### src/rtl/wb_arbiter.sv
// Write-back arbiter: three result sources, each buffered in a private FIFO,
// merged round-robin onto a single registered register-file write port.
module wb_arbiter #(
  parameter int DW     = 32,
  parameter int RF_NUM = 32,
  parameter int DEPTH  = 2
) (
  input  logic              aclk,
  input  logic              areset,
  input  logic              alu_valid,
  output logic              alu_ready,
  input  logic [4:0]        alu_rd,
  input  logic [DW-1:0]     alu_data,
  input  logic              mem_valid,
  output logic              mem_ready,
  input  logic [4:0]        mem_rd,
  input  logic [DW-1:0]     mem_data,
  input  logic              mdu_valid,
  output logic              mdu_ready,
  input  logic [4:0]        mdu_rd,
  input  logic [DW-1:0]     mdu_data,
  output logic              wb_en,
  output logic [4:0]        wb_rd,
  output logic [DW-1:0]     wb_data,
  output logic [RF_NUM-1:0] pend_mask
);

  localparam int NSRC = 3;
  localparam int PW   = (DEPTH > 1) ? $clog2(DEPTH) : 1;

  function automatic logic [PW-1:0] ptr_inc(input logic [PW-1:0] p);
    return (p == PW'(DEPTH - 1)) ? '0 : p + PW'(1);
  endfunction

  logic [NSRC-1:0]  src_valid_s;
  logic [4:0]       src_rd_s   [NSRC];
  logic [DW-1:0]    src_data_s [NSRC];

  logic [DEPTH-1:0] vld_q  [NSRC];
  logic [DEPTH-1:0] vld_d  [NSRC];
  logic [PW-1:0]    wptr_q [NSRC];
  logic [PW-1:0]    wptr_d [NSRC];
  logic [PW-1:0]    rptr_q [NSRC];
  logic [PW-1:0]    rptr_d [NSRC];
  logic [4:0]       ent_rd_q   [NSRC][DEPTH];
  logic [4:0]       ent_rd_d   [NSRC][DEPTH];
  logic [DW-1:0]    ent_data_q [NSRC][DEPTH];
  logic [DW-1:0]    ent_data_d [NSRC][DEPTH];

  logic [1:0]       last_q, last_d;
  logic             wb_en_q, wb_en_d;
  logic [4:0]       wb_rd_q, wb_rd_d;
  logic [DW-1:0]    wb_data_q, wb_data_d;

  logic [NSRC-1:0]  full_s, nonempty_s, ready_s, push_s;
  logic             grant_valid_s;
  logic [1:0]       grant_idx_s;
  logic [1:0]       cand_s [3];
  logic [RF_NUM-1:0] pend_mask_s;

  assign src_valid_s   = {mdu_valid, mem_valid, alu_valid};
  assign src_rd_s[0]   = alu_rd;
  assign src_rd_s[1]   = mem_rd;
  assign src_rd_s[2]   = mdu_rd;
  assign src_data_s[0] = alu_data;
  assign src_data_s[1] = mem_data;
  assign src_data_s[2] = mdu_data;

  // Ready depends only on stored occupancy and reset; rd==0 pushes are dropped.
  always_comb begin
    full_s     = '0;
    nonempty_s = '0;
    ready_s    = '0;
    push_s     = '0;
    for (int s = 0; s < NSRC; s++) begin
      full_s[s]     = &vld_q[s];
      nonempty_s[s] = |vld_q[s];
      ready_s[s]    = ~areset & ~full_s[s];
      push_s[s]     = src_valid_s[s] & ready_s[s] & (src_rd_s[s] != 5'd0);
    end
  end

  assign alu_ready = ready_s[0];
  assign mem_ready = ready_s[1];
  assign mdu_ready = ready_s[2];

  always_comb begin
    case (last_q)
      2'd0: begin
        cand_s[0] = 2'd1; cand_s[1] = 2'd2; cand_s[2] = 2'd0;
      end
      2'd1: begin
        cand_s[0] = 2'd2; cand_s[1] = 2'd0; cand_s[2] = 2'd1;
      end
      default: begin
        cand_s[0] = 2'd0; cand_s[1] = 2'd1; cand_s[2] = 2'd2;
      end
    endcase
    grant_valid_s = 1'b1;
    grant_idx_s   = cand_s[0];
    if (nonempty_s[cand_s[0]]) begin
      grant_idx_s = cand_s[0];
    end else if (nonempty_s[cand_s[1]]) begin
      grant_idx_s = cand_s[1];
    end else if (nonempty_s[cand_s[2]]) begin
      grant_idx_s = cand_s[2];
    end else begin
      grant_valid_s = 1'b0;
      grant_idx_s   = last_q;
    end
  end

  // Push and pop never target the same slot: a popped FIFO is non-empty and not full.
  always_comb begin
    vld_d      = vld_q;
    wptr_d     = wptr_q;
    rptr_d     = rptr_q;
    ent_rd_d   = ent_rd_q;
    ent_data_d = ent_data_q;
    for (int s = 0; s < NSRC; s++) begin
      if (push_s[s]) begin
        ent_rd_d[s][wptr_q[s]]   = src_rd_s[s];
        ent_data_d[s][wptr_q[s]] = src_data_s[s];
        vld_d[s][wptr_q[s]]      = 1'b1;
        wptr_d[s]                = ptr_inc(wptr_q[s]);
      end else begin
        wptr_d[s] = wptr_q[s];
      end
      if (grant_valid_s && (grant_idx_s == 2'(s))) begin
        vld_d[s][rptr_q[s]] = 1'b0;
        rptr_d[s]           = ptr_inc(rptr_q[s]);
      end else begin
        rptr_d[s] = rptr_q[s];
      end
    end
  end

  always_comb begin
    wb_en_d = grant_valid_s;
    if (grant_valid_s) begin
      wb_rd_d   = ent_rd_q[grant_idx_s][rptr_q[grant_idx_s]];
      wb_data_d = ent_data_q[grant_idx_s][rptr_q[grant_idx_s]];
      last_d    = grant_idx_s;
    end else begin
      wb_rd_d   = wb_rd_q;
      wb_data_d = wb_data_q;
      last_d    = last_q;
    end
  end

  // Pending mask is a decode of stored entries, so it clears as the write is registered.
  always_comb begin
    pend_mask_s = '0;
    for (int s = 0; s < NSRC; s++) begin
      for (int e = 0; e < DEPTH; e++) begin
        for (int r = 0; r < RF_NUM; r++) begin
          pend_mask_s[r] = pend_mask_s[r] | (vld_q[s][e] & (ent_rd_q[s][e] == 5'(r)));
        end
      end
    end
    pend_mask_s[0] = 1'b0;
  end

  assign pend_mask = pend_mask_s;
  assign wb_en     = wb_en_q;
  assign wb_rd     = wb_rd_q;
  assign wb_data   = wb_data_q;

  always_ff @(posedge aclk) begin
    if (areset) begin
      for (int s = 0; s < NSRC; s++) begin
        vld_q[s]  <= '0;
        wptr_q[s] <= '0;
        rptr_q[s] <= '0;
      end
      last_q    <= 2'd2;
      wb_en_q   <= 1'b0;
      wb_rd_q   <= 5'd0;
      wb_data_q <= '0;
    end else begin
      vld_q      <= vld_d;
      wptr_q     <= wptr_d;
      rptr_q     <= rptr_d;
      ent_rd_q   <= ent_rd_d;
      ent_data_q <= ent_data_d;
      last_q     <= last_d;
      wb_en_q    <= wb_en_d;
      wb_rd_q    <= wb_rd_d;
      wb_data_q  <= wb_data_d;
    end
  end

endmodule
### config.mk
export PLATFORM = sky130hd
export DESIGN_NAME = wb_arbiter
export DESIGN_NICKNAME = d
export VERILOG_FILES = /design/src/rtl/wb_arbiter.sv
export SDC_FILE = /design/constraint.sdc
export NUM_CORES = 1
export LEC_CHECK = 0
export ABC_AREA = 1
export CORE_UTILIZATION = 35
export CTS_CLUSTER_SIZE = 40
export DETAILED_ROUTE_END_ITERATION = 7
export GPL_TIMING_DRIVEN = 0
export PLACE_DENSITY = 0.56
export SLEW_MARGIN = 20
export SYNTH_ARGS = -nofsm -noshare
export SYNTH_HDL_FRONTEND = slang
export SYNTH_SLANG_ARGS = --single-unit
### constraint.sdc
create_clock -name aclk -period 8.6 [get_ports aclk]
set_clock_uncertainty 0.1 [all_clocks]
set_input_delay 1.72 -clock aclk [delete_from_list [all_inputs] [get_ports aclk]]
set_output_delay 1.72 -clock aclk [all_outputs]
set_load 0.03 [all_outputs]
=== Yosys cells after proc, flatten, opt, wreduce, memory -nomap -nowiden ===
Cells that the tools add are included.

* Word-level logic and storage cells: 707
* Output and inout port bits: 73
* Bits in registers: 274

* Add/sub/neg operators: 6
* Order comparisons: 23
* Reduce and logical (&&, ||, !) cells: 26
* Multiplexer cells: 70
* Bitwise gates (word level): 368
* Equality and inequality tests: 189

{| class="wikitable"
|+ Operators with widths
! operator !! count
|-
| $eq A5 B5 Y1 const B || 96
|-
| $eq A5 B4 Y1 const B || 48
|-
| $and A1 B1 Y1 || 195
|-
| $bwmux W64 || 3
|-
| $mux W32 || 6
|-
| $or A1 B1 Y1 || 155
|-
| $bmux W64 S2 || 1
|-
| $mux W64 || 2
|-
| $eq A5 B3 Y1 const B || 24
|-
| $demux W32 S1 || 3
|-
| $eq A5 B2 Y1 const B || 12
|-
| $bwmux W10 || 3
|-
| $eq A5 B1 Y1 const B || 6
|-
| $mux W5 || 6
|-
| $bmux W10 S2 || 1
|-
| $mux W1 || 20
|-
| $mux W10 || 2
|-
| $mux W2 || 9
|-
| $demux W5 S1 || 3
|-
| $reduce_bool A5 Y1 || 3
|-
| $logic_and A1 B1 Y1 || 12
|-
| $lt A1 B2 Y1 const B || 6
|-
| $pmux W6 S2 || 1
|-
| $reduce_and A2 Y1 || 6
|-
| other kinds (18) || 59
|}

=== Logic depth before layout (Yosys ltp) ===
Gate-level depths: netlist of run 1.

* Depth after elaboration: 15
* Depth in mapped cells: 15
* Gate-level depth less buffers: 14

=== Worst setup path before layout of run 1 ===
Ideal clock, no wire load.

* Kind: input to register
* From: input port areset
* To: register ent_data_q[0] (netlist name), enable pin
* Data required time: 8.067 ns
* Library setup time: 0.433 ns
* Path slack: 3.759 ns
* Arrival time: 4.308 ns
* Stages: 4
* Buffers on the path: 1
* Cell sequence: clkbuf_1 -> a21oi_1 -> nand3_1 -> nor2_1

* Cells in the longest elaborated chain, start to end: 5

{| class="wikitable"
|+ RTL lines
! item !! line !! RTL
|-
| start, declared || 9 || <nowiki>input logic areset,</nowiki>
|-
| $not A1 Y1 (no line) || n/a ||
|-
| $and A1 B1 Y1 || 78 || <nowiki>ready_s[s] = ~areset & ~full_s[s];</nowiki>
|-
| via mdu_ready || 19 || <nowiki>output logic mdu_ready,</nowiki>
|-
| $and A1 B1 Y1 (2 in series) || 79 || <nowiki>push_s[s] = src_valid_s[s] & ready_s[s] & (src_rd_s[s] != 5'd0);</nowiki>
|-
| $reduce_and A2 Y1 (no line) || n/a ||
|-
| end signal, assigned || 185 || <nowiki>ent_data_q <= ent_data_d;</nowiki>
|-
| end, declared || 47 || <nowiki>logic [DW-1:0] ent_data_q [NSRC][DEPTH];</nowiki>
|}

The timed path passes the listed nets, and every way through them passes these cells.
A chain may end at the register's enable or synchronous reset.

=== Worst setup path in the final report of run 1 ===
* From: register vld_q[3] (netlist name)
* To: output port pend_mask[10]

* Cells in the longest elaborated chain, start to end: 4

{| class="wikitable"
|+ RTL lines
! item !! line !! RTL
|-
| start, declared || 39 || <nowiki>logic [DEPTH-1:0] vld_q [NSRC];</nowiki>
|-
| start signal, assigned || 181 || <nowiki>vld_q <= vld_d;</nowiki>
|-
| $and A1 B1 Y1 || 157 || <nowiki>pend_mask_s[r] = pend_mask_s[r] | (vld_q[s][e] & (ent_rd_q[s][e] == 5'(r)));</nowiki>
|-
| $or A1 B1 Y1 (3 in series) || 157 ||
|-
| end, declared || 25 || <nowiki>output logic [RF_NUM-1:0] pend_mask</nowiki>
|}

No other way between the ends.

==> run summary, run 1 <==
The run finished with clean final reports. The overall routed net length is 45.76 mm. The final period demand of the worst path came out at 5407 ps.

The register-to-register path setup slack is 5960 ps. The via count of the first global-routing pass is 11.12k. The number of diodes added for antenna fixing is 0. The post-synthesis share of cell area spent on and, or, nand and nor gates is 0.2922.

For this design, the slowest cell found on the critical path is clkdlybuf4s50_1. The critical hold path startpoint is wb_data[7]. The origin of the critical flop-to-flop path is last_q[1]. The mapped netlist covers 0.01310 mm². The hold violation total from the final report came out at 0.

Dividing the final minimum period by the clock period gives 0.6287. The share of power burned in registers came out at 0.288. The quantity of gates resized following cts is 0. The area added between synthesis and finish came out at 28.33%. For this run, the top clock speed supported by timing is 0.1850 GHz. The total power is 5.612 mW.

Setup repair after global routing left no endpoint under its margin. By area, the combinational part of the netlist is dominated by simple AND/OR/NAND/NOR gates. The worst-case reg-to-reg path depth is 9.

Along the worst path, the maximum fanout reaches 9. In this run the power density over the cells is 333.9 mW/mm². The total of warnings raised by yosys came out at 0. The maximum number of pins on one net before global-route repair came out at 23. The final setup TNS came out at 0 ps. The mux share of post-synthesis cell area came out at 0. The reported max-cap violation count is 0. The sum of overflow across all layers after global routing came out at 0.

The signal on the critical path passes through inv_1, nor2_1, clkinv_1, o22ai_1, a31oi_1, nand4_1, clkdlybuf4s50_1. The synthesized instance count came out at 1,450. The number of buffers added to fix hold violations after cts came out at 0. Of the total power, the share spent switching nets is 0.4324. The capturing instance or port of the critical path is pend_mask[10]. The clock net in this run drives a total of 274 sinks.

The count of final max-slew check failures came to 0. The CTS H-tree depth is 1. The number of buffers inserted by post-CTS setup repair is 0. The routed wirelength normalized by instance count is 21.10 µm. The tree is rooted in a clkbuf_16.

The critical path is of the reg2out type. The number of clock buffers inserted by TritonCTS came out at 30. The final weighted congestion in routability-driven placement came out at 0.9446.

The chip height is 195.4 µm. The total iterations of the first detailed-routing run came out at 5. The area of the core came out at 0.03670 mm².

The leakage power total is 6.613 nW. TritonCTS built the clock tree. The port buffer count came out at 186.

The number of top-level pins came out at 189. The clock insertion delay at the later pin of the skew report is 570 ps. The initial antenna violation count came to 1. The average cell area after synthesis is 9.032 µm². The logic gate share of total power came out at 0.477. The detailed-route vias per instance is 5.230. The share of layout cells above drive strength 1 is 0.08054.

The number of standard-cell rows in the floorplan came out at 70. Cell internal power was estimated by the tool at 3.185 mW. The floorplan die area is 0.03819 mm². The number of nets with antenna violations after routing came out at 0.

The initial utilization of the core area, before any placement, comes to 0.3569. The net switching power of the design came out at 2.427 mW. In this run the critical register-to-register path is captured at wb_data[23].

The relative contribution of the clock network to total power is 0.235. For this run, the slowest stage of the critical path takes 720 ps. For this run, design rule violations remaining after detail routing come to 0. The total nets after synthesis came out at 1,566. The area fraction in compound gates after synthesis is 0.05054. Measured against its own limit, the worst slew margin works out to 0.3897. The sequential cell area fraction in the yosys report came out at 0.5885. The count of cell types in the netlist is 39. The XOR/XNOR share of the synthesized area is 0. The required arrival time at the worst endpoint came out at 6780 ps.

The worst hold path belongs to the class reg2reg. The actual transition at the worst max-transition pin is 912.1 ps. The final count of negative-setup-slack endpoints is 0. The violation count after the first detailed-route iteration is 858. The post-synthesis share of cell area spent on full adders, half adders and majority gates came out at 0. The maximum count of clock buffers along a single path came out at 3. The number of register bits inferred by synthesis came out at 274.

The most used flip-flop cell after synthesis is edfxtp_1. The capturing element type of the critical path is an output port. The floorplan die width came out at 195.4 µm. The beginning of the critical path is vld_q[3]. The final layout contains 1,793 nets. Clock-pin slew was measured on the worst setup and hold paths at 60 ps.

The peak supply drop is 0.0002355 V. STA classifies the critical path startpoint as a flop. The number of enable-type register cells in the synthesized netlist came out at 222.

Across all layers, the routed design uses 11.34k vias. The aggregate global-route resource usage came out at 0.2374. Data arrives at the worst endpoint at 3590 ps. The first-pass GRT wire length came out at 68.08 mm. The async set-or-reset flop fraction in the synthesized netlist came out at 0. The detailed placement HPWL came out at 33.23 mm.
[synthesized netlist by cell type, types with 3 or more instances]
master | instances | area share
nand2_1 | 429 | 0.12
edfxtp_1 | 222 | 0.51
nand3_1 | 215 | 0.082
inv_1 | 144 | 0.041
nor2_1 | 113 | 0.032
dfxtp_1 | 52 | 0.079
nand3b_1 | 33 | 0.019
buf_2 | 22 | 0.0084
clkbuf_1 | 22 | 0.0063
or2_1 | 21 | 0.010
o22ai_1 | 17 | 0.0081
o21ai_0 | 14 | 0.0054
a21oi_1 | 13 | 0.0050
a221oi_1 | 13 | 0.0087
or2_2 | 13 | 0.0062
nand4_1 | 12 | 0.0057
o2111ai_1 | 12 | 0.0080
a31oi_1 | 11 | 0.0053
nor3_1 | 11 | 0.0042
buf_4 | 8 | 0.0046
a211oi_1 | 5 | 0.0029
inv_2 | 5 | 0.0014
nand2_2 | 5 | 0.0024
buf_1 | 4 | 0.0011
buf_6 | 4 | 0.0034
clkinv_1 | 4 | 0.0011
nor2_2 | 4 | 0.0019
o211ai_1 | 4 | 0.0023
o21ai_1 | 4 | 0.0015
o221ai_1 | 3 | 0.0020
[critical path, delay by kind of cell (launching register included)]
kind | cells | cell delay (ps)
AO/OA/AOI/OAI | 2 | 420
buffers and inverters | 3 | 1360
flip-flops | 1 | 410
AND/OR/NAND/NOR | 2 | 860
[metal layers]
layer / share of wire / global-route usage / vias to the layer above
met5: 0 / 0 / -
met4: 0.028 / 0.07320 / 0
met3: 0.067 / 0.03230 / 81
met2: 0.46 / 0.3910 / 500
met1: 0.44 / 0.3239 / 5418
li1: - / - / 5345
[flip-flops by register name, summed over array words and instances, names as in the netlist]
signal	count
vld_q	6
ent_rd_q	30
wb_data	32
wb_en	1
rptr_q	3
wb_rd	5
ent_data_q	192
wptr_q	3
last_q	2
[worst min path at each step]
stage	endpoint	slack, ps	depth (start not counted)
6_report	wb_data[7]	350	2
2_1_floorplan	wptr_q[0]	360	2
3_3_place_gp	wb_rd[0]	340	2
3_5_place_dp	wb_data[26]	350	2
5_1_grt	wb_data[6]	370	2
4_1_cts	wb_data[7]	360	2
[power groups by stage]
stage               logic (mW)  registers [mW]  clock network, mW
finish                    2.68            1.61               1.32
global route              2.94            1.63               1.40
CTS                       2.67            1.61               1.35
detailed placement        2.66            1.64                  0
global placement          2.63            1.64                  0
floorplan                 1.63            1.73                  0
[cells in the final DEF, fill, tap and decap left out, types with 14 or more instances in the layout]
cell / synthesis / final
o21ai_0: 14 / 14
inv_1: 144 / 142
clkbuf_16: 0 / 31
edfxtp_1: 222 / 222
or2_1: 21 / 21
clkdlybuf4s50_1: 0 / 186
nand2_1: 429 / 429
nand3_1: 215 / 215
nor2_1: 113 / 109
buf_2: 22 / 22
clkbuf_1: 22 / 26
dfxtp_1: 52 / 52
o22ai_1: 17 / 17
nand3b_1: 33 / 33
[logic make-up after synthesis]
group,count (synthesis)
AO/OA/AOI/OAI,98
flip-flops,274
other,1
buffers and inverters,215
AND/OR/NAND/NOR,862
[area by class of cell]
cell class                      instances  area, µm²
Sequential cell                       274       7707
Buffer                                 62      322.8
Tap cell                              468      585.6
Clock inverter                         14      150.1
Clock buffer                           42      887.1
Inverter                              153      574.3
Multi-Input combinational cell        961       4522
Fill cell                            3495      19890
Timing Repair Buffer                  195       2057
[stage by stage]
stage          worst slack (ps)    util  instance area, µm²  hold slack [ps]  std cells
2_1_floorplan              3760       -               13100            359.8       1450
3_3_place_gp               2208  0.4236               15540            341.9       2104
3_5_place_dp               3574  0.4297               15770            345.7       2113
4_1_cts                    3214  0.4580               16810            355.9       2169
5_1_grt                    3086  0.4580               16810            365.5       2169
6_report                   3193  0.4580               16810            352.5       2169
Power figures use the tool's default switching activity.
==> run 2: changes to the inputs <==
Clock period 8.6 ns to 5.2 ns, I/O delays scaled along.
==> results of run 2 <==
Same layout as run 1 (identical final DEF). Status: complete, no violations.
Main changes from that run: setup slack after placement 3574 ps -> 1094 ps; setup slack after layout 3193 ps -> 473.4 ps; register-to-register setup slack 5960 ps -> 2560 ps; total power 5.612 mW -> 9.281 mW; worst IR drop on VDD 0.0002355 V -> 0.0003894 V
